`src/rtl/seven_seg_pkg.sv`:
```
// Shared constants, segment table and FSM state type for the seven-segment bus monitor.
package seven_seg_pkg;

  localparam int NUM_DIGITS = 8;
  localparam int SEG_W      = 7;
  localparam int NIB_W      = 4;

  // Active-high segments {g..a} for nibbles 0..F; entry i is SEG_TABLE[i].
  localparam logic [15:0][SEG_W-1:0] SEG_TABLE = {
    7'h71, 7'h79, 7'h5E, 7'h39, 7'h7C, 7'h77, 7'h6F, 7'h7F,
    7'h07, 7'h7D, 7'h6D, 7'h66, 7'h4F, 7'h5B, 7'h06, 7'h3F
  };

  typedef enum logic [1:0] {
    IDLE     = 2'd0,
    SETTLING = 2'd1,
    HELD     = 2'd2
  } dec_state_t;

endpackage

```
`src/rtl/seven_segment_decoder_s7tob.sv`:
```
// Combinational reverse lookup: active-high segment pattern to hex nibble.
// ok is low when the pattern matches no table entry (nib is then 0).
module s7tob
  import seven_seg_pkg::*;
(
  input  logic [SEG_W-1:0] seg,
  output logic [NIB_W-1:0] nib,
  output logic             ok
);

  always_comb begin
    nib = '0;
    ok  = 1'b0;
    for (int i = 0; i < 16; i++) begin
      if (seg == SEG_TABLE[i]) begin
        nib = i[NIB_W-1:0];
        ok  = 1'b1;
      end
    end
  end

endmodule

```
`src/rtl/seven_segment_decoder.sv`:
```
// Passive monitor of a multiplexed 8-digit seven-segment bus; reassembles the displayed 32-bit value.
// Define SEVSEG_DEC_SYNC_EN to add a 2-flop synchroniser ahead of the input register.
module seven_segment_decoder
  import seven_seg_pkg::*;
#(
  parameter int unsigned SETTLE_CYCLES  = 4,
  parameter int unsigned TIMEOUT_CYCLES = 1000000
) (
  input  logic                  clk_in,
  input  logic                  rst_n_in,
  input  logic [SEG_W-1:0]      cat_in,
  input  logic [NUM_DIGITS-1:0] an_in,
  output logic [31:0]           val_out,
  output logic                  valid_out,
  output logic                  err_out,
  output logic                  stale_out,
  output logic [NUM_DIGITS-1:0] digit_mask_out
);

  localparam logic [7:0]  SETTLE_N = 8'(SETTLE_CYCLES);
  localparam logic [31:0] TO_MAX   = TIMEOUT_CYCLES;
  localparam logic [31:0] TO_LAST  = TIMEOUT_CYCLES - 1;

  logic [NUM_DIGITS-1:0] an_src, an_q, an_p;
  logic [SEG_W-1:0]      cat_src, cat_q, cat_p;

`ifdef SEVSEG_DEC_SYNC_EN
  logic [NUM_DIGITS-1:0] an_s1, an_s2;
  logic [SEG_W-1:0]      cat_s1, cat_s2;

  always_ff @(posedge clk_in or negedge rst_n_in) begin
    if (!rst_n_in) begin
      an_s1  <= '1;
      an_s2  <= '1;
      cat_s1 <= '1;
      cat_s2 <= '1;
    end else begin
      an_s1  <= an_in;
      an_s2  <= an_s1;
      cat_s1 <= cat_in;
      cat_s2 <= cat_s1;
    end
  end

  assign an_src  = an_s2;
  assign cat_src = cat_s2;
`else
  assign an_src  = an_in;
  assign cat_src = cat_in;
`endif

  // Idle bus level (all lines high) so reset never looks like a lit digit.
  always_ff @(posedge clk_in or negedge rst_n_in) begin
    if (!rst_n_in) begin
      an_q  <= '1;
      cat_q <= '1;
      an_p  <= '1;
      cat_p <= '1;
    end else begin
      an_q  <= an_src;
      cat_q <= cat_src;
      an_p  <= an_q;
      cat_p <= cat_q;
    end
  end

  logic [NUM_DIGITS-1:0] act_an;
  logic [SEG_W-1:0]      seg;
  logic                  digit_active, changed;
  logic [2:0]            idx;

  assign act_an       = ~an_q;
  assign seg          = ~cat_q;
  assign digit_active = $onehot(act_an);
  assign changed      = {an_q, cat_q} != {an_p, cat_p};

  always_comb begin
    idx = '0;
    for (int i = 0; i < NUM_DIGITS; i++) begin
      if (act_an[i]) idx = i[2:0];
    end
  end

  logic [NIB_W-1:0] nib_dec;
  logic             nib_ok;

  s7tob u_s7tob (
    .seg (seg),
    .nib (nib_dec),
    .ok  (nib_ok)
  );

  dec_state_t state, state_nxt;
  logic [7:0] run, run_nxt;
  logic       capture;

  always_ff @(posedge clk_in or negedge rst_n_in) begin
    if (!rst_n_in) begin
      state <= IDLE;
      run   <= '0;
    end else begin
      state <= state_nxt;
      run   <= run_nxt;
    end
  end

  always_comb begin
    run_nxt = run;
    if (!digit_active)                  run_nxt = '0;
    else if (changed || state == IDLE)  run_nxt = 8'd1;
    else if (run != 8'hFF)              run_nxt = run + 8'd1;
  end

  always_comb begin
    state_nxt = SETTLING;
    if (!digit_active)                    state_nxt = IDLE;
    else if (capture)                     state_nxt = HELD;
    else if (state == HELD && !changed)   state_nxt = HELD;
  end

  // A HELD digit is never re-captured until its pattern changes.
  always_comb begin
    capture = digit_active && (state != HELD || changed) && (run_nxt == SETTLE_N);
  end

  logic [NUM_DIGITS-1:0][NIB_W-1:0] nib_q, frame_asm;
  logic [NUM_DIGITS-1:0]            mask, mask_nxt;
  logic                             frame_err;
  logic [31:0]                      tmo;

  always_comb begin
    frame_asm      = nib_q;
    frame_asm[idx] = nib_ok ? nib_dec : '0;
    mask_nxt       = mask | (NUM_DIGITS'(1) << idx);
  end

  always_ff @(posedge clk_in or negedge rst_n_in) begin
    if (!rst_n_in) begin
      nib_q     <= '0;
      mask      <= '0;
      frame_err <= 1'b0;
      tmo       <= '0;
      val_out   <= '0;
      valid_out <= 1'b0;
      err_out   <= 1'b0;
      stale_out <= 1'b0;
    end else begin
      valid_out <= 1'b0;
      if (capture) begin
        nib_q     <= frame_asm;
        tmo       <= '0;
        stale_out <= 1'b0;
        if (mask_nxt == '1) begin
          val_out   <= frame_asm;
          valid_out <= 1'b1;
          err_out   <= frame_err | ~nib_ok;
          mask      <= '0;
          frame_err <= 1'b0;
        end else begin
          mask      <= mask_nxt;
          frame_err <= frame_err | ~nib_ok;
        end
      end else begin
        if (tmo != TO_MAX) tmo <= tmo + 32'd1;
        if (tmo == TO_LAST) begin
          mask      <= '0;
          frame_err <= 1'b0;
          stale_out <= 1'b1;
        end
      end
    end
  end

  assign digit_mask_out = mask;

endmodule

```
`config.mk`:
```
export PLATFORM = sky130hd
export DESIGN_NAME = seven_segment_decoder
export DESIGN_NICKNAME = d
export VERILOG_FILES = /design/src/rtl/seven_seg_pkg.sv /design/src/rtl/seven_segment_decoder_s7tob.sv /design/src/rtl/seven_segment_decoder.sv
export SDC_FILE = /design/constraint.sdc
export NUM_CORES = 1
export LEC_CHECK = 0
export BUFFER_PORTS_ARGS = -buffer_cell sky130_fd_sc_hd__buf_2
export CELL_PAD_IN_SITES_DETAIL_PLACEMENT = 0
export CELL_PAD_IN_SITES_GLOBAL_PLACEMENT = 1
export CORE_AREA = 2 2 123 125
export CTS_BUF_LIST = sky130_fd_sc_hd__clkbuf_8
export CTS_CLUSTER_SIZE = 25
export DETAILED_ROUTE_END_ITERATION = 12
export DIE_AREA = 0 0 125 127
export PLACE_DENSITY_LB_ADDON = 0.1
export SKIP_CTS_REPAIR_TIMING = 1
export SYNTH_ARGS = -nofsm -noshare
export SYNTH_HDL_FRONTEND = slang
export SYNTH_HIERARCHICAL = 1
export SYNTH_SLANG_ARGS = --single-unit
export TNS_END_PERCENT = 10
```
`constraint.sdc`:
```
create_clock -name clk_in -period 11.7 [get_ports clk_in]
set_input_delay 2.34 -clock clk_in [delete_from_list [all_inputs] [get_ports clk_in]]
set_output_delay 2.34 -clock clk_in [all_outputs]
set_load 0.03 [all_outputs]
```
* After elaboration in Yosys (flattened, before gate mapping)
Cells that the tools add are included.
Storage, ports and cells: flip-flop bits (word level) 148, bits of input ports 17, logic and storage cells 134
Operators by class: $add $sub $neg 9, order comparisons 2, eq/ne operators 25, shifts and indexed selects 1, multiplexer cells 60, bitwise logic cells 5, reduce and logical (&&, ||, !) cells 11
Operators with widths (number):
- $eq 7x7->1 const B | 12
- $mux 32 | 2
- $mux 8 | 6
- $mux 4 | 10
- $add 32x1->32 const B | 1
- $bwmux 32 | 1
- $eq 32x20->1 const B | 1
- $ne 32x20->1 const B | 1
- $mux 3 | 10
- $mux 1 | 25
- $ne 15x15->1 | 1
- $eq 7x3->1 const B | 2
- $eq 7x6->1 const B | 2
- $demux 4 s3 | 1
- $mux 2 | 5
- $add 1x1->2 | 4
- $add 8x1->8 const B | 1
- $eq 8x3->1 const B | 1
- $eq 8x8->1 const B | 1
- $ne 8x8->1 const B | 1
- $not 8->8 | 1
- $or 8x8->8 | 1
- $shl 1x3->8 const A | 1
- $not 7->7 | 1
- 15 further kinds | 21

* Longest topological paths before layout
Gate-level depths: netlist (run 1).
depth in word-level cells 22, depth in mapped cells 16, mapped depth without buffers 13

* By module
Netlist (run 1), hierarchy kept.
By module, submodules not included:
- seven_segment_decoder | times used 1, cells each 630, area each 6810.3 um^2
- s7tob | times used 1, cells each 53, area each 360.3 um^2

* Least setup slack after synthesis (run 1)
No wires, ideal clock.
kind flip-flop to flip-flop, start register an_q[1], end register val_out[23], library setup time 125 ps, data arrival time 4456 ps, path slack 7119 ps, cell stages (with the launch flop) 17, path buffers 3, cell sequence dfstp_2 -> fa_1 -> inv_1 -> fa_1 -> fa_1 -> ha_1 -> inv_1 -> fa_1 -> and4b_1 -> a21oi_1 -> nor3b_1 -> or4b_1 -> buf_2 -> or2_1 -> buf_6 -> buf_6 -> mux2_4
Between the ends: longest elaborated chain between the ends 13
Ends and longest elaborated chain:
- start, declared | line seven_segment_decoder.sv:24 | logic [NUM_DIGITS-1:0] an_src, an_q, an_p;
- start signal, assigned | line seven_segment_decoder.sv:60 | an_q <= an_src;
- $not 8->8 | line seven_segment_decoder.sv:72 | assign act_an = ~an_q;
- $mux 1 | line seven_segment_decoder.sv:80 | if (act_an[i]) idx = i[2:0];
- $mux 3 (6 in series) | line seven_segment_decoder.sv:80
- $lt 3x4->1 (not written as such) or $ge 3x1->1 (tied branches) | line seven_segment_decoder.sv:133 | frame_asm[idx] = nib_ok ? nib_dec : '0;
- $logic_and 1x1->1 (not written as such) | line seven_segment_decoder.sv:133
- $mux 4 | line seven_segment_decoder.sv:133
- $demux 4 s3 | line seven_segment_decoder.sv:133
- $bwmux 32 | line seven_segment_decoder.sv:133
- end signal, assigned | line seven_segment_decoder.sv:154 | val_out <= frame_asm;
- end, declared | line seven_segment_decoder.sv:13 | output logic [31:0] val_out,
Parallel ways exist; a longest one is shown, timed or not. A chain may end at the register's enable or synchronous reset.

* Worst setup path after layout (run 1)
start register an_q[3], end register val_out[0]
Between the ends: longest elaborated chain between the ends 11
Ends and longest elaborated chain:
- parallel branches: the longest is 11 deep, another holds $add 3x3->4
Parallel ways; which one is timed is not known.

==> results of run 1 <==
state kept, by name, summed over array words and instances (netlist names):
name            count
stale_out           1
cat_q               7
digit_mask_out      8
cat_p               7
an_q                8
err_out             1
state               2
tmo                32
an_p                8
valid_out           1
val_out            32
frame_err           1
run                 8
nib_q              32
per-stage QoR:
step | utilization, % | power [mW] | setup WS, ns | hold slack, ns | cells
5_1_grt | 55.0 | 1.08 | 5.88 | 0.391 | 924
2_1_floorplan | - | 0.577 | 7.12 | 0.365 | 683
3_5_place_dp | 52.0 | 0.600 | 6.32 | 0.374 | 892
6_report | 55.0 | 1.03 | 6.33 | 0.385 | 924
3_3_place_gp | 52.0 | 0.597 | 6.46 | 0.370 | 892
4_1_cts | 55.0 | 1.04 | 6.30 | 0.382 | 924
cell type report:
cell class                 instances  area [sq um]  area share [%]
sequential                       148          3740            47.1
multi-input combinational        464          3070            38.7
timing repair buffer              62           324            4.08
clock buffer                      18           248            3.12
tap                              184           230            2.90
clock inverter                    14           194            2.44
inverter                          34           128            1.61
worst min-delay path by stage:
| stage | endpoint | from | slack (ns) |
|---|---|---|---|
| global route | cat_p[4] | cat_q[4] | 0.39 |
| finish | cat_p[1] | cat_q[1] | 0.38 |
| CTS | cat_p[5] | cat_q[5] | 0.38 |
| global placement | cat_p[1] | cat_q[1] | 0.37 |
| floorplan | an_p[7] | an_q[7] | 0.36 |
| detailed placement | cat_p[1] | cat_q[1] | 0.37 |
cell usage in the layout (no fill, tap or decap), types with 5 or more instances in the layout:
cell type and count:
ha_1 6, inv_1 38, mux2_2 5, nand2_1 54
o21ai_0 104, xnor2_1 28, nor2_1 55, or2_2 8
a21oi_1 9, nor4_1 10, nand4_1 10, buf_2 58
nand3_1 24, and4_1 5, dfrtp_1 118, clkbuf_8 18
bufinv_16 5, dfstp_2 30, xor2_1 22, mux2_4 28
o2bb2ai_1 9, nor3_1 17, nand2b_1 9
cell families after synthesis:
group / count (synthesis) / share of synthesized area, %
AOI/OAI and AO/OA: 145 / 11.5
xor gates and xnor gates: 50 / 6.11
adders and majority gates: 10 / 2.16
buffers and inverters: 71 / 5.10
DFF: 148 / 52.2
muxes: 36 / 7.07
and+or+nand+nor: 223 / 15.9
worst max-delay path, stage by stage (launching register included):
cell and delay [ns]:
dfstp_2 0.63, fa_1 0.44, inv_1 0.08, fa_1 0.42
fa_1 0.50, ha_1 0.17, inv_1 0.06, fa_1 0.45
and4b_1 0.21, a21oi_1 0.32, nor3b_1 0.09, or4b_1 0.17
buf_4 0.35, or2_2 0.91, mux2_2 0.42
power by group:
group	total, mW	switching, mW	internal (mW)
clock	0.443	0.189	0.255
sequential	0.532	0.00913	0.523
combinational	0.0573	0.0366	0.0207
metal layers:
layer  share of wire [%]  track usage, %  up-vias
met1                  49            27.3     2426
met5                   0               0        -
met4                 1.7            7.25        0
li1                    -               -     2454
met2                  45            29.0      121
met3                 4.2            4.06       24
synth_stat cells (17+ instances only):
cell	count
nand2_1	54
clkbuf_1	24
nand3_1	24
mux2_4	28
inv_1	34
xor2_1	22
nor2_1	55
dfrtp_1	118
xnor2_1	28
dfstp_2	30
nor3_1	17
o21ai_0	104
==> metrics.md, run 1 <==
| Metric | Value |
|---|---|
| First-pass GRT wire length | 24.4 mm |
| Crit Path Class | reg2reg |
| Syn Nets | between 700 and 800 |
| Layout cells sized above 1 | about 23% |
| Mapped Area | between 7000 and 8000 sq um |
| RSZ-0062 raised after global routing | false |
| Worst VDD drop | just under 0.00009 V |
| Max Clk Rate | 186 MHz |
| Worst-path clk slew | 0.08 ns |
| Pin count of the biggest net entering global routing | between 80 and 90 |
| Cell taking the most area after synthesis | dfrtp_1 |
| Routed WL per cell | 15.5 um |
| Die Height | ~130 um |
| Max clock buf depth | 2 |
| Final TNS setup | 0 ns |
| Seq/Total Area, Yosys | 52.2% |
| Crit path max fanout | 46 |
| Crit path from | an_q[3] |
| Slew headroom | between 20% and 30% |
| CTS root buffer | clkbuf_8 |
| Post-Place Cell Area | about 7500 sq um |
| CP endpoint kind | flop |
| Cell count after synthesis | a little under 700 |
| Worst-Margin Slew | ~1.1 ns |
| Core area | 14400 sq um |
| I/O Pins | 60 |
| Syn_area_per_cell | 10.5 sq um |
| CTS Sinks | 148 |
| # diodes | 0 |
| DRT Pass-1 Iters | 5 |
| DRT antenna net count | 0 |
| Final nets | 754 |
| Vias per cell | 5.44 |
| Critical path destination | val_out[0] |
| Setup violations, final | 0 |
| I/O Buffers | just under 60 |
| Share of the synthesized area in the top cell type | 41.2% |
| Ys Warns | 6 |
| H-tree levels | 4 |
| Top cells by area, synth | dfrtp_1 41%, dfstp_2 11%, o21ai_0 7.3% |
| Critical Path RT | 12.04 ns |
| Post-route DRC | 0 |
| Setup crit start kind | flop |
| CTS tree | done |
| Post-synth cell types | 59 |
| Skew final | 0.00859 ns |
| Run status | finished, final reports clean |
| Vias | 5025 |
| Die ar. | 15900 sq um |
| Layout area overhead | 10.7% |
| Hold depth | 0 |
| Fraction of registers with async set/reset | 100% |
| Die X | 125 um |
| Fin. max-slew vios | 0 |
| Total CTS buffers | 17 |
| Worst r2r path cells | 14 |
| FF-to-FF Start | an_q[3] |
| Post-synth EDFFs | 0 |
| Fill cell count | between 1000 and 1500 |
| Final Cell Area | 7940 sq um |
| Total gr overflow | 0 |
| Clock Latency Late Sink | about 0.46 ns |
| Worst Hold Class | reg2reg |
| Pwr per Cell Area | between 100 and 150 nW/um^2 |
| GR Util All Layers | a little under a fifth |
| Initial Utilization | 49.7% |
| Vias in the first global route | 4889 |
| Critical path data arrival time | around 5.7 ns |
| Crit share post-route | 45.9% |
| Synth Flop Type | dfrtp_1 |
| DP HPWL | about 9.6 mm |
| Number of max-cap violations | 0 |
| Worst reg2reg endpoint | val_out[0] |
| Initial antenna violation count | 0 |
| Gpl congestion | 0.805 |
| Row count | 44 |
| Drt initial violations | 342 |
| Hold Fails Final Rpt | 0 |
| Final wirelength | ~14 mm |
| Synth Register Bits | 148 |
| Min Clock Period, post-route | 5.37 ns |
| P_leak | about 3.6 nW |
| R2r setup slk | 6.33 ns |
Note: power is estimated with default switching activity, not from simulation.
==> inputs of run 2 (changes only) <==
ABC_AREA = 1   (was not set)
CORE_AREA = 2 2 133 135   (was 2 2 123 125)
DIE_AREA = 0 0 135 137   (was 0 0 125 127)
clock period = 5.5 ns   (was 11.7 ns; I/O delays follow)
==> metrics.md, run 2 <==
| Metric | Value |
|---|---|
| Run status | finished, final reports clean (unchanged) |
| RSZ-0062 raised after global routing | false (unchanged) |
| Routed WL per cell | 14.1 um (was 15.5 um) |
| Die ar. | 18500 sq um (was 15900 sq um) |
| Cell count after synthesis | 1002 (was 683) |
| DP HPWL | 13.1 mm (was 9.61 mm) |
| Vias per cell | 4.91 (was 5.44) |
| Worst VDD drop | 0.000154 V (was 0.0000878 V) |
| Crit-path most repeated cell | fa_1 (unchanged) |
| Share of the synthesized area in the top cell type | 38.3% (was 41.2%) |
| Critical-path top delay cell | dfstp_2 (was or2_2) |
| Core area | 17100 sq um (was 14400 sq um) |
| Max clock buf depth | 2 (unchanged) |
| Layout area overhead | 12.0% (was 10.7%) |
| Die X | 135 um (was 125 um) |
| Count leader, synth | nand2_1 (was dfrtp_1) |
| DRT antenna net count | 0 (unchanged) |
| Die Height | 137 um (was 127 um) |
| Syn_area_per_cell | 7.70 sq um (was 10.5 sq um) |
| Synth Flop Type | dfrtp_1 (unchanged) |
| Setup violations, final | 0 (unchanged) |
| Post-synth cell types | 39 (was 59) |
| Fin. max-slew vios | 0 (unchanged) |
| Post-Place Cell Area | 8200 sq um (was 7490 sq um) |
| Placed Cells | 1268 (was 892) |
| Combinational share of power | 8.8% (was 5.5%) |
| H-tree levels | 4 (unchanged) |
| Part of the power in the clock network | 41.8% (was 42.9%) |
| Internal | 1.69 mW (was 0.799 mW) |
| Syn Nets | 1029 (was 710) |
| Vias | 6384 (was 5025) |
| Post-route insts no fill | 1300 (was 924) |
| Critical path data arrival time | 5.23 ns (was 5.71 ns) |
| # diodes | 0 (unchanged) |
| Initial antenna violation count | 0 (unchanged) |
| Initial Utilization | 45.2% (was 49.7%) |
| Seq/Total Area, Yosys | 48.5% (was 52.2%) |
| CTS root buffer | clkbuf_8 (unchanged) |
| Vias in the first global route | 6214 (was 4889) |
| CP Buf/Inv Count | 4 (was 3) |
| Skew final | 0.0143 ns (was 0.00859 ns) |
| Ys Warns | 6 (unchanged) |
| Hold Fails Final Rpt | 0 (unchanged) |
| CP delay by family, top | adder cells (unchanged) |
| Row count | 48 (was 44) |
| Worst-Margin Slew | 0.821 ns (was 1.08 ns) |
| Total gr overflow | 0 (unchanged) |
| Fraction of registers with async set/reset | 100% (unchanged) |
| Final TNS setup | 0 ns (unchanged) |
| Top Registers | nib_q: 32 flops, tmo: 32 flops, val_out: 32 flops (unchanged) |
| Clock Latency Late Sink | 0.46 ns (about the same) |
| Commonest non-fill, non-tap cell in the layout | nand2_1 (was dfrtp_1) |
| Total CTS buffers | 17 (unchanged) |
| I/O Pins | 60 (unchanged) |
| Cell taking the most area after synthesis | dfrtp_1 (unchanged) |
| Worst-path clk slew | 0.08 ns (about the same) |
| CTS tree | done (unchanged) |
| GR Util All Layers | 21.2% (was 19.1%) |
| CP Cell Sequence | fa_1 -> inv_1 -> fa_1 -> fa_1 -> ha_1 -> inv_1 -> fa_1 -> nand3_1 -> a21oi_1 -> inv_2 -> nor2_2 -> nand3b_1 -> nor2_4 -> buf_4 -> nand3_2 -> nand2_1 -> nand2_1 (was fa_1 -> inv_1 -> fa_1 -> fa_1 -> ha_1 -> inv_1 -> fa_1 -> and4b_1 -> a21oi_1 -> nor3b_1 -> or4b_1 -> buf_4 -> or2_2 -> mux2_2) |
| Pin count of the biggest net entering global routing | 67 (was 86) |
| Worst Hold Class | reg2reg (unchanged) |
| Gpl congestion | 0.873 (was 0.805) |
| Reg power frac | 49.4% (was 51.5%) |
| Mapped Area | 7710 sq um (was 7170 sq um) |
| Slew headroom | 45.2% (was 28.3%) |
| Crit path max fanout | 32 (was 46) |
| First-pass GRT wire length | 30.9 mm (was 24.4 mm) |
| Number of max-cap violations | 0 (unchanged) |
| Final wirelength | 18.3 mm (was 14.4 mm) |
| Final nets | 1089 (was 754) |
| Crit share post-route | 88.9% (was 45.9%) |
| P_leak | 4.65 nW (was 3.62 nW) |
| Top cells by count, synth | 345 x nand2_1, 123 x inv_1, 118 x dfrtp_1 (was 118 x dfrtp_1, 104 x o21ai_0, 55 x nor2_1) |
| I/O Buffers | 59 (unchanged) |
| Total power | 2.29 mW (was 1.03 mW) |
| Min Clock Period, post-route | 4.89 ns (was 5.37 ns) |
| Pwr per Cell Area | 265 nW/um^2 (was 130 nW/um^2) |
| CTS Sinks | 148 (unchanged) |
| Layout cells sized above 1 | 14.7% (was 22.7%) |
| Crit Path Class | reg2reg (unchanged) |
| Commonest non-fill, non-tap cells in the layout | 345 x nand2_1, 123 x inv_1, 118 x dfrtp_1, 90 x nor2_1, 60 x nand4_1 (was 118 x dfrtp_1, 104 x o21ai_0, 58 x buf_2, 55 x nor2_1, 54 x nand2_1) |
| Critical Path RT | 5.84 ns (was 12.04 ns) |
| Setup crit start kind | flop (unchanged) |
| Worst path max stage delay | 0.61 ns (was 0.91 ns) |
| Post-route DRC | 0 (unchanged) |
| Top cells by area, synth | dfrtp_1 38%, nand2_1 17%, dfstp_2 10% (was dfrtp_1 41%, dfstp_2 11%, o21ai_0 7.3%) |
| Post-synth EDFFs | 0 (unchanged) |
| CP endpoint kind | flop (unchanged) |
| Max Clk Rate | 204 MHz (was 186 MHz) |
| Switching Fraction | 26.4% (was 22.7%) |
| NetSw | 0.604 mW (was 0.234 mW) |
| Drt initial violations | 425 (was 342) |
| Final Cell Area | 8640 sq um (was 7940 sq um) |
| Layout Utilization | 50.7% (was 55.0%) |
| DRT Pass-1 Iters | 5 (unchanged) |
| Synth Register Bits | 148 (unchanged) |
## run 2: cell families after synthesis
logic type	Yosys count	synth area share, %
and+or+nand+nor	596	33.8
AOI/OAI and AO/OA	72	4.85
adders and majority gates	10	2.01
DFF	148	48.5
buffers and inverters	155	8.35
xor gates and xnor gates	21	2.48
## run 2: power by group through the flow
stage | sequential (mW) | clock, mW | combinational [mW]
final | 1.13 | 0.958 | 0.201
after global routing | 1.14 | 1.02 | 0.231
after CTS | 1.13 | 0.984 | 0.204
after detailed placement | 1.15 | 0 | 0.203
after global placement | 1.15 | 0 | 0.201
after floorplan | 1.15 | 0 | 0.139
## run 2: layout make-up
cell class	count	area [sq um]
clock buffer	18	248
clock inverter	14	200
fill	1748	8410
inverter	130	490
multi-input combinational	699	3330
sequential	148	3740
tap	225	282
timing repair buffer	66	354
## run 2: path summary, 6_finish.rpt
path                          start         end  slack (ns)  depth (start not counted)
setup / recovery            an_q[3]  val_out[7]        0.61                         17
min in group asynchronous  rst_n_in    nib_q[1]        0.62                          1
max in group asynchronous  rst_n_in    cat_p[3]        3.89                          2
hold / removal             cat_q[3]    cat_p[3]        0.38                          0
setup reg to reg            an_q[3]  val_out[7]        0.61                         17
hold reg to reg            cat_q[3]    cat_p[3]        0.38                          0
## run 2: routing by layer
metal,track usage [%],share of wire (%),vias to the layer above
met5,0,0,-
met4,7.23,1.8,0
met3,3.70,3.2,19
met2,34.2,46,110
met1,29.1,49,2947
li1,-,-,3308
## run 2: metrics by stage
step                      worst slack [ns]  hold slack, ns
after global routing                 0.221           0.386
after detailed placement             0.605           0.367
after floorplan                       1.48           0.352
after CTS                            0.582           0.380
after global placement               0.654           0.364
final                                0.609           0.377
